--- src/rtl/cpu_pkg.sv ---
// cpu_pkg: shared state encoding, port ids and default widths for the CPU memory arbiter
package cpu_pkg;
  localparam int ADDR_W_DEF = 8;
  localparam int DATA_W_DEF = 8;
  localparam logic PORT_FETCH = 1'b0;
  localparam logic PORT_DATA = 1'b1;
  typedef enum logic [1:0] {
    IDLE   = 2'd0,
    ACCESS = 2'd1,
    RESP   = 2'd2
  } state_t;
endpackage

--- src/rtl/rr_arb2.sv ---
// rr_arb2: combinational two-way round-robin pick; bit 1 is the data port, bit 0 the fetch port
module rr_arb2 (
  input  logic [1:0] req,
  input  logic [1:0] mask,
  input  logic       pointer,
  output logic       grant_valid,
  output logic       grant_id
);
  logic [1:0] live;
  // masked requests; on a tie the pointer names the winner
  always_comb begin
    live = req & ~mask;
    grant_valid = |live;
    grant_id = (&live) ? pointer : live[1];
  end
endmodule

--- src/rtl/cpu_mem_arbiter.sv ---
// cpu_mem_arbiter: round-robin sharing of a single-port synchronous memory between fetch and load/store
module cpu_mem_arbiter
  import cpu_pkg::*;
#(
  parameter int ADDR_W = ADDR_W_DEF,
  parameter int DATA_W = DATA_W_DEF
) (
  input  logic              clk,
  input  logic              reset,
  input  logic              f_req,
  input  logic [ADDR_W-1:0] f_addr,
  output logic              f_ack,
  output logic [DATA_W-1:0] f_rdata,
  input  logic              d_req,
  input  logic              d_we,
  input  logic [ADDR_W-1:0] d_addr,
  input  logic [DATA_W-1:0] d_wdata,
  output logic              d_ack,
  output logic [DATA_W-1:0] d_rdata,
  output logic              mem_cs,
  output logic              mem_we,
  output logic [ADDR_W-1:0] mem_addr,
  output logic [DATA_W-1:0] mem_wdata,
  input  logic [DATA_W-1:0] mem_rdata,
  output logic              busy
);
  state_t state_q, state_d;
  logic ptr_q, ptr_d;
  logic owner_q, owner_d;
  logic we_q, we_d;
  logic mem_cs_q, mem_cs_d;
  logic mem_we_q, mem_we_d;
  logic [ADDR_W-1:0] mem_addr_q, mem_addr_d;
  logic [DATA_W-1:0] mem_wdata_q, mem_wdata_d;
  logic f_ack_q, f_ack_d;
  logic d_ack_q, d_ack_d;
  logic [DATA_W-1:0] f_rdata_q, f_rdata_d;
  logic [DATA_W-1:0] d_rdata_q, d_rdata_d;
  logic [1:0] mask;
  logic grant_valid, grant_id;
  logic in_resp, rd_fetch, rd_data;

  // the owner is masked during its response cycle because its req is still high while it sees ack
  always_comb begin
    in_resp = state_q == RESP;
    mask = {in_resp & owner_q, in_resp & ~owner_q};
    rd_fetch = in_resp & (owner_q == PORT_FETCH);
    rd_data = in_resp & (owner_q == PORT_DATA) & ~we_q;
  end

  rr_arb2 u_arb (
    .req        ({d_req, f_req}),
    .mask       (mask),
    .pointer    (ptr_q),
    .grant_valid(grant_valid),
    .grant_id   (grant_id)
  );

  // next state: grant from IDLE or RESP, access for one cycle, acknowledge in RESP
  always_comb begin
    state_d = state_q;
    ptr_d = ptr_q;
    owner_d = owner_q;
    we_d = we_q;
    mem_cs_d = 1'b0;
    mem_we_d = 1'b0;
    mem_addr_d = mem_addr_q;
    mem_wdata_d = mem_wdata_q;
    f_ack_d = 1'b0;
    d_ack_d = 1'b0;
    f_rdata_d = rd_fetch ? mem_rdata : f_rdata_q;
    d_rdata_d = rd_data ? mem_rdata : d_rdata_q;
    if (state_q == ACCESS) begin
      state_d = RESP;
      f_ack_d = owner_q == PORT_FETCH;
      d_ack_d = owner_q == PORT_DATA;
    end else if (grant_valid) begin
      state_d = ACCESS;
      owner_d = grant_id;
      ptr_d = ~grant_id;
      we_d = grant_id & d_we;
      mem_cs_d = 1'b1;
      mem_we_d = grant_id & d_we;
      mem_addr_d = grant_id ? d_addr : f_addr;
      mem_wdata_d = grant_id ? d_wdata : mem_wdata_q;
    end else begin
      state_d = IDLE;
    end
  end

  // state and output registers; reset abandons any access in flight and gives data the first tie
  always_ff @(posedge clk or negedge reset) begin
    if (!reset) begin
      state_q <= IDLE;
      ptr_q <= PORT_DATA;
      owner_q <= PORT_FETCH;
      we_q <= 1'b0;
      mem_cs_q <= 1'b0;
      mem_we_q <= 1'b0;
      mem_addr_q <= '0;
      mem_wdata_q <= '0;
      f_ack_q <= 1'b0;
      d_ack_q <= 1'b0;
      f_rdata_q <= '0;
      d_rdata_q <= '0;
    end else begin
      state_q <= state_d;
      ptr_q <= ptr_d;
      owner_q <= owner_d;
      we_q <= we_d;
      mem_cs_q <= mem_cs_d;
      mem_we_q <= mem_we_d;
      mem_addr_q <= mem_addr_d;
      mem_wdata_q <= mem_wdata_d;
      f_ack_q <= f_ack_d;
      d_ack_q <= d_ack_d;
      f_rdata_q <= f_rdata_d;
      d_rdata_q <= d_rdata_d;
    end
  end

  // read data is forwarded from memory during the response cycle so it is valid alongside the ack
  assign f_rdata = rd_fetch ? mem_rdata : f_rdata_q;
  assign d_rdata = rd_data ? mem_rdata : d_rdata_q;
  assign f_ack = f_ack_q;
  assign d_ack = d_ack_q;
  assign mem_cs = mem_cs_q;
  assign mem_we = mem_we_q;
  assign mem_addr = mem_addr_q;
  assign mem_wdata = mem_wdata_q;
  assign busy = state_q != IDLE;
endmodule

--- config.mk ---
export PLATFORM = sky130hd
export DESIGN_NAME = cpu_mem_arbiter
export DESIGN_NICKNAME = d
export VERILOG_FILES = /design/src/rtl/cpu_pkg.sv /design/src/rtl/rr_arb2.sv /design/src/rtl/cpu_mem_arbiter.sv
export SDC_FILE = /design/constraint.sdc
export NUM_CORES = 1
export LEC_CHECK = 0
export ABC_AREA = 1
export CORE_MARGIN = 4
export CORE_UTILIZATION = 42
export DETAILED_ROUTE_END_ITERATION = 8
export GPL_TIMING_DRIVEN = 0
export PLACE_DENSITY = 0.79
export RECOVER_POWER = 50
export REMOVE_ABC_BUFFERS = 1
export SLEW_MARGIN = 20
export SYNTH_ARGS = -nofsm -noshare
export SYNTH_HDL_FRONTEND = slang
export SYNTH_SLANG_ARGS = --single-unit
--- constraint.sdc ---
create_clock -name clk -period 2.2 [get_ports clk]
set_input_delay 0.55 -clock clk [delete_from_list [all_inputs] [get_ports clk]]
set_output_delay 0.55 -clock clk [all_outputs]
set_load 0.005 [all_outputs]
After elaboration in Yosys (flattened, before gate mapping):

Cells that the tools add are included.

* output and inout port bits: 37
* input port bits: 37
* word-level logic and storage cells: 41
* register bits after elaboration: 41

* bitwise operators: 10
* reductions and logical operators: 5
* equality and inequality tests: 2
* multiplexer cells: 12

Operator list (number)
* 8-bit two-way mux: 3
* 1-bit two-way mux: 8
* 1-bit AND: 4
* 1-bit NOT: 4
* 2-bit AND reduction: 2
* 3-bit AND reduction: 1
* 2-bit AND: 1
* 2-bit by 1-bit == test with 1-bit output, second input constant: 1
* 2-bit == test, second input constant: 1
* 2-bit two-way mux: 1
* 2-bit NOT: 1
* 2-bit nonzero test: 1
* 2-bit OR reduction: 1

Longest topological paths before layout:

* depth after elaboration: 9
* depth in mapped cells: 9
* mapped depth without buffers: 8

Cells and area by module:

A second synthesis with hierarchy kept.

* cell total of the unflattened synthesis: 201
* area, all modules: 1726.7 µm²

By module, submodules not included
* cpu_mem_arbiter: cells each 192, area an instance 1690.4 µm², instances 1, sequential area each 1002.2 µm²
* rr_arb2: cells each 9, area an instance 36.3 µm², instances 1, sequential area each 0.0 µm²

Worst setup path before layout:

OpenSTA, ideal clock, no wires.

* path type: register to output
* start point: register state_q[0]
* end point: output port d_rdata[0]
* buffers on the path: 2
* arrival: 1232 ps
* cell stages (with the launch flop): 7
* data required time: 1650 ps
* path slack: 418 ps
* path through: dfrtp_1 -> inv_1 -> nand3_1 -> or2_1 -> clkbuf_2 -> buf_6 -> o21ai_2

* word-level cells in the longest chain between the ends: 4

Ends and longest elaborated chain
* from (decl): RTL line cpu_mem_arbiter.sv:27 `state_t state_q, state_d;`
* from (signal assigned): RTL line cpu_mem_arbiter.sv:107 `state_q <= state_d;`
* 2-bit == test: RTL line cpu_mem_arbiter.sv:45 `in_resp = state_q == RESP;`
* 1-bit AND (2 in series): RTL line cpu_mem_arbiter.sv:48 `rd_data = in_resp & (owner_q == PORT_DATA) & ~we_q;`
* 8-bit two-way mux: RTL line cpu_mem_arbiter.sv:124 `assign d_rdata = rd_data ? mem_rdata : d_rdata_q;`
* to (decl): RTL line cpu_mem_arbiter.sv:19 `output logic [DATA_W-1:0] d_rdata,`

No other way between the ends.

Worst setup path after layout:

* start point: register state_q[0]
* end point: output port d_rdata[1]

Same word-level chain as after synthesis.

==> results.sh <==
export IMPL_status="finished, violations left"
export IMPL_violations="setup timing"
export IMPL_drc=0
export IMPL_wire_per_inst_um=13.6
export IMPL_grt_pass1_vias=1618
export IMPL_io_pins=74
export IMPL_cp_slowest_cell="dfrtp_1"
export IMPL_met2_usage=0.307
export IMPL_fillers=323
export IMPL_cts_tree="yes"
export IMPL_p_leak_nw=1.46
export IMPL_synth_simple_area_share=0.230
export IMPL_clockBufferDepth=2
export IMPL_synth_seq_cells=40
export IMPL_synth_distinct_cells=22
export IMPL_finClkSkew_ps=4.57
export IMPL_clock_latency_ps=290
export IMPL_vdd_drop_max_mv=0.550
export IMPL_grt_usage=0.185
export IMPL_synthAdderAreaFrac=0
export IMPL_syn_inst=202
export IMPL_most_common_layout_cells="nand2_1 (59), clkdlybuf4s50_1 (56), dfrtp_1 (37)"
export IMPL_cp_end_kind="output pin"
export IMPL_root_buffer="clkbuf_8"
export IMPL_hold_violations=0
export IMPL_critPathMaxStageDelay_ps=420
export IMPL_port_buffers=73
export IMPL_cts_sinks=40
export IMPL_grtUsageMet3=0.0561
export IMPL_die_y_um=73.4
export IMPL_dieArea_sq_mm=0.00539
export IMPL_vias_per_cell=4.68
export IMPL_final_common_cell="nand2_1"
export IMPL_critical_path_max_fanout=4
export IMPL_dieWidth_um=73.4
export IMPL_slew_headroom=0.309
export IMPL_critPathBufInv=4
export IMPL_core_region_area_sq_mm=0.00406
export IMPL_whs_ps=415
export IMPL_syn_area_per_cell_sq_um=8.89
export IMPL_yosysSeqAreaShare=0.558
export IMPL_ant_nets=0
export IMPL_hpwlAfterDp_mm=2.99
export IMPL_cts_max_level=2
export IMPL_routed_wl_mm=4.73
export IMPL_busiest_layer="met2"
export IMPL_finalSetupTns_ps=-37.0
export IMPL_grt_antenna_before_repair=0
export IMPL_synth_top_cell_area_share=0.543
export IMPL_areaGrowthSynthToFinish_pct=58.6
export IMPL_drive_gt1_frac=0.244
export IMPL_start_util=0.443
export IMPL_drv_cap=0
export IMPL_critPathKind="flop to output pin"
export IMPL_worstPathCellList="inv_4 > nand3_4 > or2_4 > buf_6 > buf_6 > o21ai_4 > buf_2"
export IMPL_tightest_slew_ps=1040
export IMPL_grt_pass1_wl_mm=7.62
export IMPL_rsz0062_at_grt="yes"
export IMPL_muxShareOfSynthArea=0
export IMPL_fin_ws_ps=-30.2
export IMPL_total_power_mw=3.70
export IMPL_grt_util_met1=0.224
export IMPL_clkTransAtPathRegs_ps=80
export IMPL_hold_class="input pin to async pin"
export IMPL_numCtsBuffers=5
export IMPL_finalCritPeriodShare=1.01
export IMPL_grt_overflow=0
export IMPL_power_density_mw_per_mm2=1300
export IMPL_synth_area_leaders="dfrtp_1 (54%), nand2_1 (13%), inv_1 (7.9%)"
export IMPL_vias=1634
export IMPL_finalSetupViolCount=2
export IMPL_grt_max_degree=25
export IMPL_fmax_ghz=0.448
export IMPL_arrival_ps=1680
export IMPL_syn_area_sq_mm=0.00180
export IMPL_diodes=0
export IMPL_first_pass_iters=4
export IMPL_fin_crit_ps=2230
export IMPL_first_iter_violations=78
export IMPL_worst_path_most_repeated_cell="buf_6"
export IMPL_required_ps=1650
export IMPL_synth_compound_area_frac=0.105
export IMPL_nets=335
export IMPL_synth_top_area_cell="dfrtp_1"
export IMPL_synth_xor_area_frac=0
export IMPL_cp_start_kind="flop"
export IMPL_num_rows=23
export IMPL_finalMaxSlewViolations=0
export IMPL_cp_top_family="buffers and inverters"
export IMPL_synth_top_family_by_area="simple AND/OR/NAND/NOR gates"
export IMPL_yosysWarnings=0
export IMPL_gp_congestion=0.671
==> power by group <==
group	switching [mW]	internal, mW	leakage (nW)
logic	0.910	1.00	0.918
clock network	0.251	0.250	0.0510
registers	0.184	1.10	0.487
total	1.35	2.35	1.46
==> repair_timing <==
action	4_1_cts	5_1_grt
cloned	2	0
hold buffers	0	0
pin swaps	5	4
resized for setup	64	17
buffers inserted	13	6
setup endpoints to repair	16	10
==> state kept, by name, indices dropped and copies added (netlist names) <==
name	flops
mem_we	1
we_q	1
state_q	2
ptr_q	1
owner_q	1
f_rdata_q	8
mem_wdata	8
d_ack	1
mem_addr	8
d_rdata_q	8
f_ack	1
==> layer usage <==
| metal | part of all wire | up-vias |
|---|---|---|
| li1 | - | 818 |
| met1 | 0.42 | 751 |
| met2 | 0.48 | 57 |
| met3 | 0.078 | 8 |
| met4 | 0.014 | 0 |
| met5 | 0 | - |
==> final cells by class <==
type | instances | area [sq um] | area share
sequential | 40 | 1000 | 0.353
timing repair buffer | 93 | 847 | 0.297
multi-input combinational | 119 | 693 | 0.243
inverter | 39 | 149 | 0.0523
clock buffer | 6 | 82.6 | 0.0290
tap | 50 | 62.6 | 0.0220
clock inverter | 2 | 10.0 | 0.00351
==> worst register-to-register path: cells and delay by family, from the launching register on <==
family	cells	cell delay (ps)
buffers and inverters	3	360
flip-flops	1	410
AND/OR/NAND/NOR	7	1000
==> cells in the mapped netlist <==
cell type / number
nand3_1: 18
nand2_2: 2
o21ai_0: 9
clkbuf_1: 1
nor2_4: 1
o21bai_1: 8
or2_1: 1
nand3_4: 2
clkbuf_2: 1
buf_4: 2
nor2_1: 3
buf_6: 2
o21ai_2: 8
nand2_1: 61
a21oi_2: 1
dfrtp_1: 39
or2_2: 1
inv_2: 1
a21oi_1: 1
nand2_4: 1
inv_1: 38
dfstp_2: 1
==> metrics by stage <==
stage / instance area, sq um / setup slack [ps] / util / std cells
6_report: 2850 / -30.2 / 0.702 / 349
5_1_grt: 2850 / -105 / 0.702 / 349
4_1_cts: 2790 / -96.4 / 0.686 / 343
3_5_place_dp: 2570 / -260 / 0.632 / 320
3_3_place_gp: 2540 / -369 / 0.627 / 319
2_1_floorplan: 1750 / 425 / - / 196
==> cells by family (layout without fill, tap and decap cells) <==
group | count (synthesis) | count (layout)
buffers and inverters | 45 | 140
AO/OA/AOI/OAI | 27 | 27
flip-flops | 40 | 40
AND/OR/NAND/NOR | 90 | 92
==> final timing paths <==
path	from	cells after the start	slack, ps	endpoint
max	state_q[0]	7	-30	d_rdata[1]
min	reset	1	410	state_q[0]
max reg2reg	state_q[0]	10	370	mem_wdata[6]
min reg2reg	d_rdata_q[0]	2	470	d_rdata_q[0]
max in group asynchronous	reset	1	1090	state_q[1]
min in group clk	d_rdata_q[0]	2	470	d_rdata_q[0]
Note: power is estimated with default switching activity, not from simulation.
